**src/rtl/alu_share_arb_pkg.sv**
```systemverilog
// Shared definitions for the EX-stage ALU arbiter: ALU function codes, arbiter
// state encodings and the operand bundle steered onto the ALU.
package alu_share_arb_pkg;

  localparam logic [2:0] FUNC_ADD = 3'd0;
  localparam logic [2:0] FUNC_SUB = 3'd1;
  localparam logic [2:0] FUNC_AND = 3'd2;
  localparam logic [2:0] FUNC_NOR = 3'd3;
  localparam logic [2:0] FUNC_SLL = 3'd4;
  localparam logic [2:0] FUNC_SRL = 3'd5;
  localparam logic [2:0] FUNC_SRA = 3'd6;
  localparam logic [2:0] FUNC_LHB = 3'd7;

  localparam logic [0:0] ARB_A   = 1'b0;
  localparam logic [0:0] ARB_BLK = 1'b1;

  localparam int unsigned DEF_MAX_WAIT  = 8;
  localparam int unsigned DEF_MAX_BURST = 4;

  typedef struct packed {
    logic [32:0] src0;
    logic [32:0] src1;
    logic [2:0]  func;
    logic [4:0]  shamt;
  } alu_op_t;

  function automatic int unsigned cnt_width(input int unsigned max_val);
    return $clog2(max_val + 1);
  endfunction

endpackage

```
**src/rtl/alu_share_arb_sat_cnt.sv**
```systemverilog
// Saturating up-counter with synchronous clear; clear wins over increment.
module arb_sat_cnt #(
  parameter int unsigned MAX = 8,
  parameter int unsigned W   = $clog2(MAX + 1)
) (
  input  logic         clk,
  input  logic         rst,
  input  logic         i_clr,
  input  logic         i_inc,
  output logic [W-1:0] o_cnt
);

  logic [W-1:0] r_cnt;
  logic         w_at_max;

  assign w_at_max = (r_cnt == W'(MAX));
  assign o_cnt    = r_cnt;

  always_ff @(posedge clk) begin
    if (rst || i_clr) begin
      r_cnt <= '0;
    end else if (i_inc && !w_at_max) begin
      r_cnt <= r_cnt + 1'b1;
    end
  end

endmodule

```
**src/rtl/alu_share_arb.sv**
```systemverilog
// Shares one EX-stage ALU between the CPU pipeline (A, priority) and an
// accelerator (B) with a starvation bound and bounded locked bursts for B.
module alu_share_arb
  import alu_share_arb_pkg::*;
#(
  parameter int unsigned MAX_WAIT  = DEF_MAX_WAIT,
  parameter int unsigned MAX_BURST = DEF_MAX_BURST
) (
  input  logic        clk,
  input  logic        rst,
  input  logic        a_req,
  input  logic [32:0] a_src0,
  input  logic [32:0] a_src1,
  input  logic [2:0]  a_func,
  input  logic [4:0]  a_shamt,
  output logic        a_gnt,
  input  logic        b_req,
  input  logic        b_lock,
  input  logic [32:0] b_src0,
  input  logic [32:0] b_src1,
  input  logic [2:0]  b_func,
  input  logic [4:0]  b_shamt,
  output logic        b_gnt,
  output logic [32:0] alu_src0,
  output logic [32:0] alu_src1,
  output logic [2:0]  alu_func,
  output logic [4:0]  alu_shamt,
  input  logic [31:0] alu_dst_EX_DM,
  input  logic        alu_ov,
  input  logic        alu_zr,
  input  logic        alu_neg,
  output logic        a_rsp_vld,
  output logic        b_rsp_vld,
  output logic [31:0] rsp_dst,
  output logic        rsp_ov,
  output logic        rsp_zr,
  output logic        rsp_neg
);

  localparam int unsigned WW = cnt_width(MAX_WAIT);
  localparam int unsigned BW = cnt_width(MAX_BURST);

  logic [0:0]    r_state;
  logic [0:0]    w_state_next;
  logic          r_a_rsp_vld;
  logic          r_b_rsp_vld;
  logic          r_rsp_ov;
  logic          r_rsp_zr;
  logic          r_rsp_neg;
  logic          w_a_gnt;
  logic          w_b_gnt;
  logic [WW-1:0] w_wait_cnt;
  logic [BW-1:0] w_burst_cnt;
  logic          w_wait_sat;
  logic          w_burst_sat;
  alu_op_t       w_a_op;
  alu_op_t       w_b_op;
  alu_op_t       w_alu_op;

  assign w_wait_sat  = (w_wait_cnt == WW'(MAX_WAIT));
  assign w_burst_sat = (w_burst_cnt == BW'(MAX_BURST));

  always_comb begin
    w_a_gnt = 1'b0;
    w_b_gnt = 1'b0;
    if (!rst) begin
      if (r_state == ARB_A) begin
        w_b_gnt = b_req && (!a_req || w_wait_sat);
      end else begin
        w_b_gnt = b_req && !w_burst_sat;
      end
      w_a_gnt = a_req && !w_b_gnt;
    end
  end

  // Only a locked B grant keeps (or puts) us in the burst state; anything else,
  // including an unused slot, hands priority back to A.
  assign w_state_next = (w_b_gnt && b_lock) ? ARB_BLK : ARB_A;

  arb_sat_cnt #(.MAX(MAX_WAIT), .W(WW)) u_wait_cnt (
    .clk   (clk),
    .rst   (rst),
    .i_clr (w_b_gnt || !b_req),
    .i_inc (b_req && !w_b_gnt),
    .o_cnt (w_wait_cnt)
  );

  arb_sat_cnt #(.MAX(MAX_BURST), .W(BW)) u_burst_cnt (
    .clk   (clk),
    .rst   (rst),
    .i_clr (w_state_next == ARB_A),
    .i_inc (w_b_gnt && (w_state_next == ARB_BLK)),
    .o_cnt (w_burst_cnt)
  );

  // A owns the ALU inputs unless B is actually granted.
  assign w_a_op   = '{src0: a_src0, src1: a_src1, func: a_func, shamt: a_shamt};
  assign w_b_op   = '{src0: b_src0, src1: b_src1, func: b_func, shamt: b_shamt};
  assign w_alu_op = w_b_gnt ? w_b_op : w_a_op;

  assign alu_src0  = w_alu_op.src0;
  assign alu_src1  = w_alu_op.src1;
  assign alu_func  = w_alu_op.func;
  assign alu_shamt = w_alu_op.shamt;

  always_ff @(posedge clk) begin
    if (rst) begin
      r_state     <= ARB_A;
      r_a_rsp_vld <= 1'b0;
      r_b_rsp_vld <= 1'b0;
      r_rsp_ov    <= 1'b0;
      r_rsp_zr    <= 1'b0;
      r_rsp_neg   <= 1'b0;
    end else begin
      r_state     <= w_state_next;
      r_a_rsp_vld <= w_a_gnt;
      r_b_rsp_vld <= w_b_gnt;
      if (w_a_gnt || w_b_gnt) begin
        r_rsp_ov  <= alu_ov;
        r_rsp_zr  <= alu_zr;
        r_rsp_neg <= alu_neg;
      end
    end
  end

  assign a_gnt     = w_a_gnt;
  assign b_gnt     = w_b_gnt;
  assign a_rsp_vld = r_a_rsp_vld;
  assign b_rsp_vld = r_b_rsp_vld;
  assign rsp_dst   = alu_dst_EX_DM;
  assign rsp_ov    = r_rsp_ov;
  assign rsp_zr    = r_rsp_zr;
  assign rsp_neg   = r_rsp_neg;

endmodule

```
**config.mk**
```make
export PLATFORM = sky130hd
export DESIGN_NAME = alu_share_arb
export DESIGN_NICKNAME = d
export VERILOG_FILES = /design/src/rtl/alu_share_arb_pkg.sv /design/src/rtl/alu_share_arb_sat_cnt.sv /design/src/rtl/alu_share_arb.sv
export SDC_FILE = /design/constraint.sdc
export NUM_CORES = 1
export LEC_CHECK = 0
export ABC_AREA = 1
export CAP_MARGIN = 10
export CELL_PAD_IN_SITES_DETAIL_PLACEMENT = 1
export CELL_PAD_IN_SITES_GLOBAL_PLACEMENT = 1
export CORE_MARGIN = 2
export CORE_UTILIZATION = 11
export DETAILED_ROUTE_END_ITERATION = 7
export MAX_ROUTING_LAYER = met4
export PLACE_DENSITY = 0.84
export SLEW_MARGIN = 20
export SYNTH_ARGS = -nofsm -noshare
export SYNTH_HDL_FRONTEND = slang
export SYNTH_SLANG_ARGS = --single-unit
```
**constraint.sdc**
```tcl
create_clock -name clk -period 2.23 [get_ports clk]
set_input_delay 0.446 -clock clk [delete_from_list [all_inputs] [get_ports clk]]
set_output_delay 0.446 -clock clk [all_outputs]
set_load 0.1 [all_outputs]
```
; ---- Word level (Yosys, flattened, before mapping)
; Cells that the tools add are included.
[totals]
regBits = 13
input_bits = 188
out_inout_bits = 113
[op_classes]
eq_ne = 2
reduce_logical = 19
bitwise = 1
add_sub_neg = 2
n_mux = 6
[op_table]
columns = cell, n
row1 = 2-to-1 mux 74 bit, 1
row2 = logical AND 1 bit, 8
row3 = logical NOT 1 bit, 6
row4 = logical OR 1 bit, 5
row5 = 2-to-1 mux 1 bit, 5
row6 = "adder 4 x 1 -> 4 bit, second input constant", 1
row7 = "equality test 4 bit, second input constant", 1
row8 = "adder 3 x 1 -> 3 bit, second input constant", 1
row9 = "equality test 3 bit, second input constant", 1
row10 = NOT 1 bit, 1

; ---- Depth between registers and ports, before layout
; Gate-level depths: netlist (run 1).
[depth]
word_depth = 10
mapped_depth = 11

; ---- Cells and area by module
; Synthesis (run 1) repeated with hierarchy kept, for this count alone.
[unflattened]
hier_cells = 379
area_unflattened_um2 = 1899.3
[modules_own_cells]
columns = mod, instances, cells_each, area_per_inst_um2
row1 = alu_share_arb, 1, 317, 1488.9
row2 = arb_sat_cnt (u_wait_cnt), 1, 36, 241.5
row3 = arb_sat_cnt (u_burst_cnt), 1, 26, 168.9

; ---- Worst setup path after synthesis (run 1)
; No wires, ideal clock.
[synth_timing]
kind = reg2out
from = register u_wait_cnt.r_cnt[0] (netlist: u_wait_cnt.o_cnt[0])
to = output port a_gnt
arrival_time_ns = 2.304
path_stages_with_launch = 6
slack_ns = -0.520
path_buffers = 0
t_required_ns = 1.784
path_cell_list = dfxtp_1 -> inv_1 -> ha_1 -> nand3_2 -> nand2_2 -> a21oi_1
[synth_between]
elab_chain_len = 8
[synth_rtl]
columns = item, line
row1 = start: declaration, alu_share_arb_sat_cnt.sv:13  ; logic [W-1:0] r_cnt;
row2 = start signal: assignment, alu_share_arb_sat_cnt.sv:23  ; r_cnt <= r_cnt + 1'b1;
row3 = equality test 4 bit, alu_share_arb.sv:60  ; assign w_wait_sat = (w_wait_cnt == WW'(MAX_WAIT));
row4 = logical OR 1 bit, alu_share_arb.sv:68  ; w_b_gnt = b_req && (!a_req || w_wait_sat);
row5 = logical AND 1 bit, alu_share_arb.sv:68
row6 = 2-to-1 mux 1 bit, alu_share_arb.sv:67  ; if (r_state == ARB_A) begin
row7 = 2-to-1 mux 1 bit, alu_share_arb.sv:66  ; if (!rst) begin
row8 = logical NOT 1 bit, alu_share_arb.sv:72  ; w_a_gnt = a_req && !w_b_gnt;
row9 = logical AND 1 bit, alu_share_arb.sv:72
row10 = 2-to-1 mux 1 bit, alu_share_arb.sv:66
row11 = end: declaration, alu_share_arb.sv:16  ; output logic a_gnt,
; Every way passes these cells. The select of a mux whose other input is x is not followed.

; ---- Worst setup path after layout (run 1)
[layout_timing]
from = register u_burst_cnt.r_cnt[1] (netlist: u_burst_cnt.o_cnt[1])
to = output port alu_src0[25]
[layout_between]
elab_chain_len = 7
[layout_rtl]
columns = item, line
row1 = start: declaration, alu_share_arb_sat_cnt.sv:13
row2 = start signal: assignment, alu_share_arb_sat_cnt.sv:23
row3 = equality test 3 bit, alu_share_arb.sv:61  ; assign w_burst_sat = (w_burst_cnt == BW'(MAX_BURST));
row4 = logical NOT 1 bit, alu_share_arb.sv:70  ; w_b_gnt = b_req && !w_burst_sat;
row5 = logical AND 1 bit, alu_share_arb.sv:70
row6 = 2-to-1 mux 1 bit, alu_share_arb.sv:67
row7 = 2-to-1 mux 1 bit (2 in series), alu_share_arb.sv:66
row8 = 2-to-1 mux 74 bit, alu_share_arb.sv:99  ; assign w_alu_op = w_b_gnt ? w_b_op : w_a_op;
row9 = end: declaration, alu_share_arb.sv:24  ; output logic [32:0] alu_src0,
; Every way passes these cells. The select of a mux whose other input is x is not followed.

==> metrics.cfg, run 1 <==
[final_layout]
mostFrequentLayoutCells = clkdlybuf4s50_1, nand2_4, buf_12
num-fill-cells = 1692
mostFrequentLayoutCell = clkdlybuf4s50_1
drive_above_1_share = 0.554
areaGrowthSynthToFinish_pct = 283
nets = 774

[die]
fp.dieH_um = 130
start_util = 0.112
coreArea_um2 = 15700
die_w_um = 130
die_area_um2 = 17000
rows = 46
io_pins = 301

[route]
ant_nets = 0
vias = 3200
avgViaCountPerCell = 4.01
first_pass_iters = 4
drtIter0Drc = 38
wl_per_cell_um = 18.2
route.detailed.drc = 0
drt_wl_total_um = 14500

[cts]
cts.clk_slew.worst_paths_ns = 0.05
insertion_delay_ns = 0.24
cts_buffers = 3
clockBufferDepth = 2
clock_sinks = 13
cts.htree.levels = 1
cts_tree = built
root_buffer = clkbuf_16
hold_buffers = 0

[grt]
grt_pass1_wl_um = 17200
antenna_found_initial = 1
grt_max_degree = 36
gr-total-overflow = 0
track_usage = 0.136
grt_pass1_vias = 3378

[critical_path]
crit_chain = inv_2 -> ha_4 -> nand3_2 -> nand2_2 -> inv_2 -> nand3_4 -> buf_12 -> buf_12 -> buf_16 -> nand2_1 -> nand2_4 -> buf_12
slowest_delay_ns = 0.34
slowest_stage = dfxtp_2
worstReg2RegStart = u_burst_cnt.o_cnt[1]
required_ns = 1.78
start_kind = flip-flop
r2r_end = rsp_neg
crit_path_max_fanout = 8
worst_path_most_repeated_cell = buf_12
cp.arrival_ns = 1.92
crit_start = u_burst_cnt.o_cnt[1]
crit_path_end_kind = primary output
r2r_setup_slack_ns = 0.47
path_class = reg -> out
r2r_cells = 12

[yosys]
syn_nets = 536
ys_ff_latch = 13
synth_area_um2 = 1750
seq_area_frac_synth = 0.148
syn_area_per_cell_um2 = 5.10
synthCells = 344
ys_warn_count = 0
synth_cell_types = 20

[timing]
skew_ns = 0.00251
timing_hold_violations_final = 0
tns_ns = -6.50
slew_viol_final = 0
rsz0062_at_grt = true
finalCritPeriodShare = 1.06
setup_violations = 72
layout_setup_ws_ns = -0.134
slew_headroom = 0.810
fmax_ghz = 0.423
worst_pin_slew_ns = 0.288
period_minus_slack_ns = 2.36

[hold_path]
min_path_type = reg -> reg
hp-start = u_wait_cnt.o_cnt[2]
hold_depth = 2
min_delay_worst_endpoint = u_wait_cnt.o_cnt[2]

[placed_design]
dp_hpwl_um = 8840
pre_cts_slack_ns = -0.227
gp_congestion = 0.783
io_buffers = 236

[run_status]
outcome = finished, violations left
violations = setup timing

[pwr]
vdd_drop_max_mv = 0.248
p_per_area_nw_per_um2 = 420
p_leak_nw = 3.15

[job]
cap_violations = 0

## worst max-delay path by stage
stage | cells past startpoint | slack (ns) | to
2_1_floorplan | 10 | 0.01 | alu_src0[23]
3_3_place_gp | 9 | -0.23 | alu_src0[29]
3_5_place_dp | 9 | -0.23 | alu_src0[29]
4_1_cts | 12 | -0.16 | alu_src0[25]
5_1_grt | 11 | -0.21 | alu_src1[3]
6_report | 12 | -0.13 | alu_src0[25]
## per-stage QoR
step                      total power, W  hold WS [ns]  cell area [µm²]  instances   util
after floorplan                  0.00159         0.478             1990        344      -
after global routing             0.00290         0.565             6710        798  0.427
after CTS                        0.00268         0.529             5970        785  0.380
after global placement           0.00217         0.499             5190        760  0.331
final                            0.00282         0.531             6710        798  0.427
after detailed placement         0.00219         0.516             5190        760  0.331
## layer usage
metal	share of wire	up-vias	track usage
li1	-	1477	-
met1	0.34	1507	0.131
met2	0.56	198	0.267
met3	0.092	18	0.0426
met4	0.011	0	0.0215
met5	0	-	-
## worst max-delay path: cells and delay by family, from the launching register on
family        cells  cell delay (ns)
fa+ha+maj         1             0.16
buf+inv           6             0.75
flops             1             0.34
simple gates      5             0.41
## area by class of cell
class,count,area (µm²),share of cell area
repair buffers,281,3860,0.576
inverters,12,52.6,0.00783
clock inverters,1,5.00,0.000746
diodes,1,2.50,0.000373
multi-input cells,271,2180,0.324
flip-flops and latches,13,264,0.0393
clock buffers,3,75.1,0.0112
well taps,216,270,0.0403
## power by group
group | internal, W | total [W] | switching, W
combinational | 0.000904 | 0.00222 | 0.00132
clock | 0.000239 | 0.000343 | 0.000104
sequential | 0.000243 | 0.000248 | 0.00000510
## cell families (layout without fill, tap and decap cells)
group,after synthesis,in the layout,share of synthesized area
flops,13,13,0.148
compound gates,10,10,0.0307
xor+xnor,3,3,0.0150
simple gates,254,254,0.565
buf+inv,60,297,0.213
fa+ha+maj,4,4,0.0285
other cells,0,1,0
## sequential cells by signal, summed over array words and instances, names as in the netlist
register,cells
rsp_zr,1
rsp_neg,1
r_state,1
u_burst_cnt.o_cnt,3
u_wait_cnt.o_cnt,4
b_rsp_vld,1
rsp_ov,1
a_rsp_vld,1
## timing repair
action                     CTS  global route
buffers inserted            16             6
gates cloned                 7             8
setup endpoints to repair   75            75
resized for setup          106           140
pin swaps                   21            54
## synth_stat cells, drive strengths merged
cell	number	area, µm²
inv	12	45.1
nor2	12	45.0
ha	4	50.1
buf	41	302
nand4	2	12.5
o2111ai	1	8.76
clkbuf	7	26.3
xor2	3	26.3
nand3	7	52.6
nand2	232	873
a21oi	5	25.0
o21ai	4	20.0
dfxtp	13	260
nand3b	1	7.51
No activity file was read; power rests on OpenSTA's default activity.
==> inputs of run 2 (changes only) <==
--- a/config.mk
+++ b/config.mk
@@ -11,10 +11,10 @@
 export CELL_PAD_IN_SITES_GLOBAL_PLACEMENT = 1
 export CORE_MARGIN = 2
 export CORE_UTILIZATION = 11
+export CTS_CLUSTER_SIZE = 10
 export DETAILED_ROUTE_END_ITERATION = 7
 export MAX_ROUTING_LAYER = met4
 export PLACE_DENSITY = 0.84
-export SLEW_MARGIN = 20
 export SYNTH_ARGS = -nofsm -noshare
 export SYNTH_HDL_FRONTEND = slang
 export SYNTH_SLANG_ARGS = --single-unit
==> results of run 2 <==
Final layout, timing and power as in run 1 (identical DEF).
==> inputs of run 3 (changes only) <==
--- a/config.mk
+++ b/config.mk
@@ -10,11 +10,11 @@
 export CELL_PAD_IN_SITES_DETAIL_PLACEMENT = 1
 export CELL_PAD_IN_SITES_GLOBAL_PLACEMENT = 1
 export CORE_MARGIN = 2
-export CORE_UTILIZATION = 11
+export CORE_UTILIZATION = 10
 export CTS_CLUSTER_SIZE = 10
 export DETAILED_ROUTE_END_ITERATION = 7
 export MAX_ROUTING_LAYER = met4
-export PLACE_DENSITY = 0.84
+export PLACE_DENSITY = 0.8
 export SYNTH_ARGS = -nofsm -noshare
 export SYNTH_HDL_FRONTEND = slang
 export SYNTH_SLANG_ARGS = --single-unit
==> constraint.sdc (replaced) <==
create_clock -name clk -period 2.03 [get_ports clk]
set_input_delay 0.406 -clock clk [delete_from_list [all_inputs] [get_ports clk]]
set_output_delay 0.406 -clock clk [all_outputs]
set_load 0.1 [all_outputs]
==> run 3 against run 2 <==
Final cell count is 2.3% higher. Critical path depth up 1. Final area increased by 0.37%. The run still ends with setup timing left. Via count grew 0.31%. Non-clock buffer count increased by 10. Clock skew is essentially flat.
==> metrics.cfg, run 3 (same netlist as run 1, synthesis figures left out) <==
[run_status]
violations = setup timing  ; unchanged
outcome = finished, violations left  ; unchanged

[placed_design]
dp_hpwl_um = 9000  ; was 8840 µm
placed_cells = 775  ; was 760
gp_congestion = 0.728  ; was 0.783
placed_cell_area_um2 = 5540  ; was 5190 µm²
io_buffers = 236  ; unchanged

[cts]
cts_buffers = 3  ; unchanged
cts.htree.levels = 1  ; unchanged
cts_tree = built  ; unchanged
clockBufferDepth = 2  ; unchanged
cts.clk_slew.worst_paths_ns = 0.04  ; was 0.05 ns
root_buffer = clkbuf_16  ; unchanged
insertion_delay_ns = 0.24  ; about the same
clock_sinks = 13  ; unchanged

[hold_path]
min_path_type = reg -> reg  ; unchanged
hold_depth = 2  ; unchanged
min_delay_worst_endpoint = rsp_zr  ; was u_wait_cnt.o_cnt[2]
hp-start = rsp_zr  ; was u_wait_cnt.o_cnt[2]

[job]
cap_violations = 0  ; unchanged

[critical_path]
r2r_end = u_wait_cnt.o_cnt[1]  ; was rsp_neg
path_class = reg -> out  ; unchanged
cp.arrival_ns = 1.89  ; was 1.92 ns
crit_path_end_kind = primary output  ; unchanged
slowest_delay_ns = 0.33  ; was 0.34 ns
crit_chain = inv_2 -> ha_4 -> nand3_2 -> nand2_2 -> inv_2 -> nand3_4 -> inv_8 -> buf_12 -> buf_12 -> buf_16 -> nand2_2 -> nand2_4 -> buf_12  ; was inv_2 -> ha_4 -> nand3_2 -> nand2_2 -> inv_2 -> nand3_4 -> buf_12 -> buf_12 -> buf_16 -> nand2_1 -> nand2_4 -> buf_12
worst_path_most_repeated_cell = buf_12  ; unchanged
crit_path_max_fanout = 8  ; unchanged
r2r_setup_slack_ns = 0.08  ; was 0.47 ns
slowest_stage = dfxtp_2  ; unchanged
worstReg2RegStart = u_wait_cnt.o_cnt[0]  ; was u_burst_cnt.o_cnt[1]
start_kind = flip-flop  ; unchanged
r2r_cells = 13  ; was 12
required_ns = 1.62  ; was 1.78 ns

[final_layout]
nets = 784  ; was 774
drive_above_1_share = 0.518  ; was 0.554
mostFrequentLayoutCells = clkdlybuf4s50_1, nand2_4, buf_12  ; unchanged
final_util = 0.391  ; was 0.427
antenna_cells = 0  ; was 1
areaGrowthSynthToFinish_pct = 284  ; was 283%
final_cells = 816  ; was 798
final_area_um2 = 6740  ; was 6710 µm²
largest_reg_flops = 4  ; unchanged
mostFrequentLayoutCell = clkdlybuf4s50_1  ; unchanged

[pwr]
p_per_area_nw_per_um2 = 458  ; was 420 nW/µm²
p_leak_nw = 3.09  ; was 3.15 nW
vdd_drop_max_mv = 0.317  ; was 0.248 mV

[route]
wl_per_cell_um = 16.9  ; was 18.2 µm
route.detailed.drc = 0  ; unchanged
vias = 3210  ; was 3200
ant_nets = 0  ; unchanged
drt_wl_total_um = 13800  ; was 14500 µm
first_pass_iters = 4  ; unchanged
avgViaCountPerCell = 3.93  ; was 4.01
drtIter0Drc = 39  ; was 38

[timing]
worst_pin_slew_ns = 0.288  ; about the same
fin_hold_ws_ns = 0.534  ; was 0.531 ns
finalCritPeriodShare = 1.13
rsz0062_at_grt = true  ; unchanged
timing_hold_violations_final = 0  ; unchanged
layout_setup_ws_ns = -0.264  ; was -0.134 ns
period_minus_slack_ns = 2.29
setup_violations = 75  ; was 72
skew_ns = 0.00280  ; was 0.00251 ns
fmax_ghz = 0.436
slew_viol_final = 0  ; unchanged
slew_headroom = 0.810  ; about the same

[grt]
antenna_found_initial = 0  ; was 1
grt_pass1_wl_um = 18400  ; was 17200 µm
grt_max_degree = 23  ; was 36
grt_pass1_vias = 3606  ; was 3378
track_usage = 0.134  ; was 0.136
gr-total-overflow = 0  ; unchanged

[die]
die_w_um = 136  ; was 130 µm
die_area_um2 = 18600  ; was 17000 µm²
coreArea_um2 = 17200  ; was 15700 µm²
start_util = 0.102  ; was 0.112
rows = 48  ; was 46
io_pins = 301  ; unchanged
fp.dieH_um = 136  ; was 130 µm

[run 3: metrics by stage]
stage | worst slack [ns] | setup TNS (ns) | power (W)
4_1_cts | -0.258 | -15.41 | 0.00301
3_3_place_gp | -0.311 | -19.89 | 0.00247
6_report | -0.264 | -16.40 | 0.00309
5_1_grt | -0.349 | -22.65 | 0.00319
3_5_place_dp | -0.332 | -21.45 | 0.00250
2_1_floorplan | -0.147 | -1.38 | 0.00183
[run 3: worst max-delay path, delay by kind of cell, from the launching register on]
kind | cells | cell delay [ns]
buffers and inverters | 7 | 0.76
DFF | 1 | 0.33
and+or+nand+nor | 5 | 0.38
adders and majority gates | 1 | 0.17
[run 3: how the worst max path moves through the flow]
stage                          from           end  slack [ns]
3_5_place_dp                  a_req   alu_src1[2]       -0.33
6_report       u_burst_cnt.o_cnt[0]  alu_src1[22]       -0.26
5_1_grt        u_burst_cnt.o_cnt[0]  alu_shamt[1]       -0.35
4_1_cts        u_burst_cnt.o_cnt[0]  alu_shamt[2]       -0.26
2_1_floorplan  u_burst_cnt.o_cnt[0]  alu_src0[23]       -0.15
3_3_place_gp                  a_req  alu_src1[13]       -0.31
[run 3: cell type report]
cell class	count	area (µm²)
tap	225	282
fill	1889	10500
inverter	12	52.6
multi-input combinational	271	2110
sequential	13	265
timing repair buffer	291	3950
clock buffer	4	78.8
[run 3: routing by layer]
layer,global-route usage,vias up,routed length (µm)
li1,-,1508,-
met1,0.127,1501,4680
met2,0.277,189,7830
met3,0.0295,12,1120
met4,0.0168,0,145
met5,-,-,0
[run 3: power breakdown]
| part | internal [W] | total (W) | switching, W |
|---|---|---|---|
| clock | 0.000265 | 0.000374 | 0.000109 |
| sequential | 0.000268 | 0.000274 | 0.00000603 |
| combinational | 0.00100 | 0.00244 | 0.00143 |
| total | 0.00154 | 0.00309 | 0.00155 |
[run 3: what timing repair did]
action | 4_1_cts | 5_1_grt
gates cloned | 10 | 7
buffers inserted | 17 | 5
pin swaps | 9 | 8
hold buffers | 0 | 0
gates resized for setup | 77 | 81
setup endpoints to repair | 76 | 80
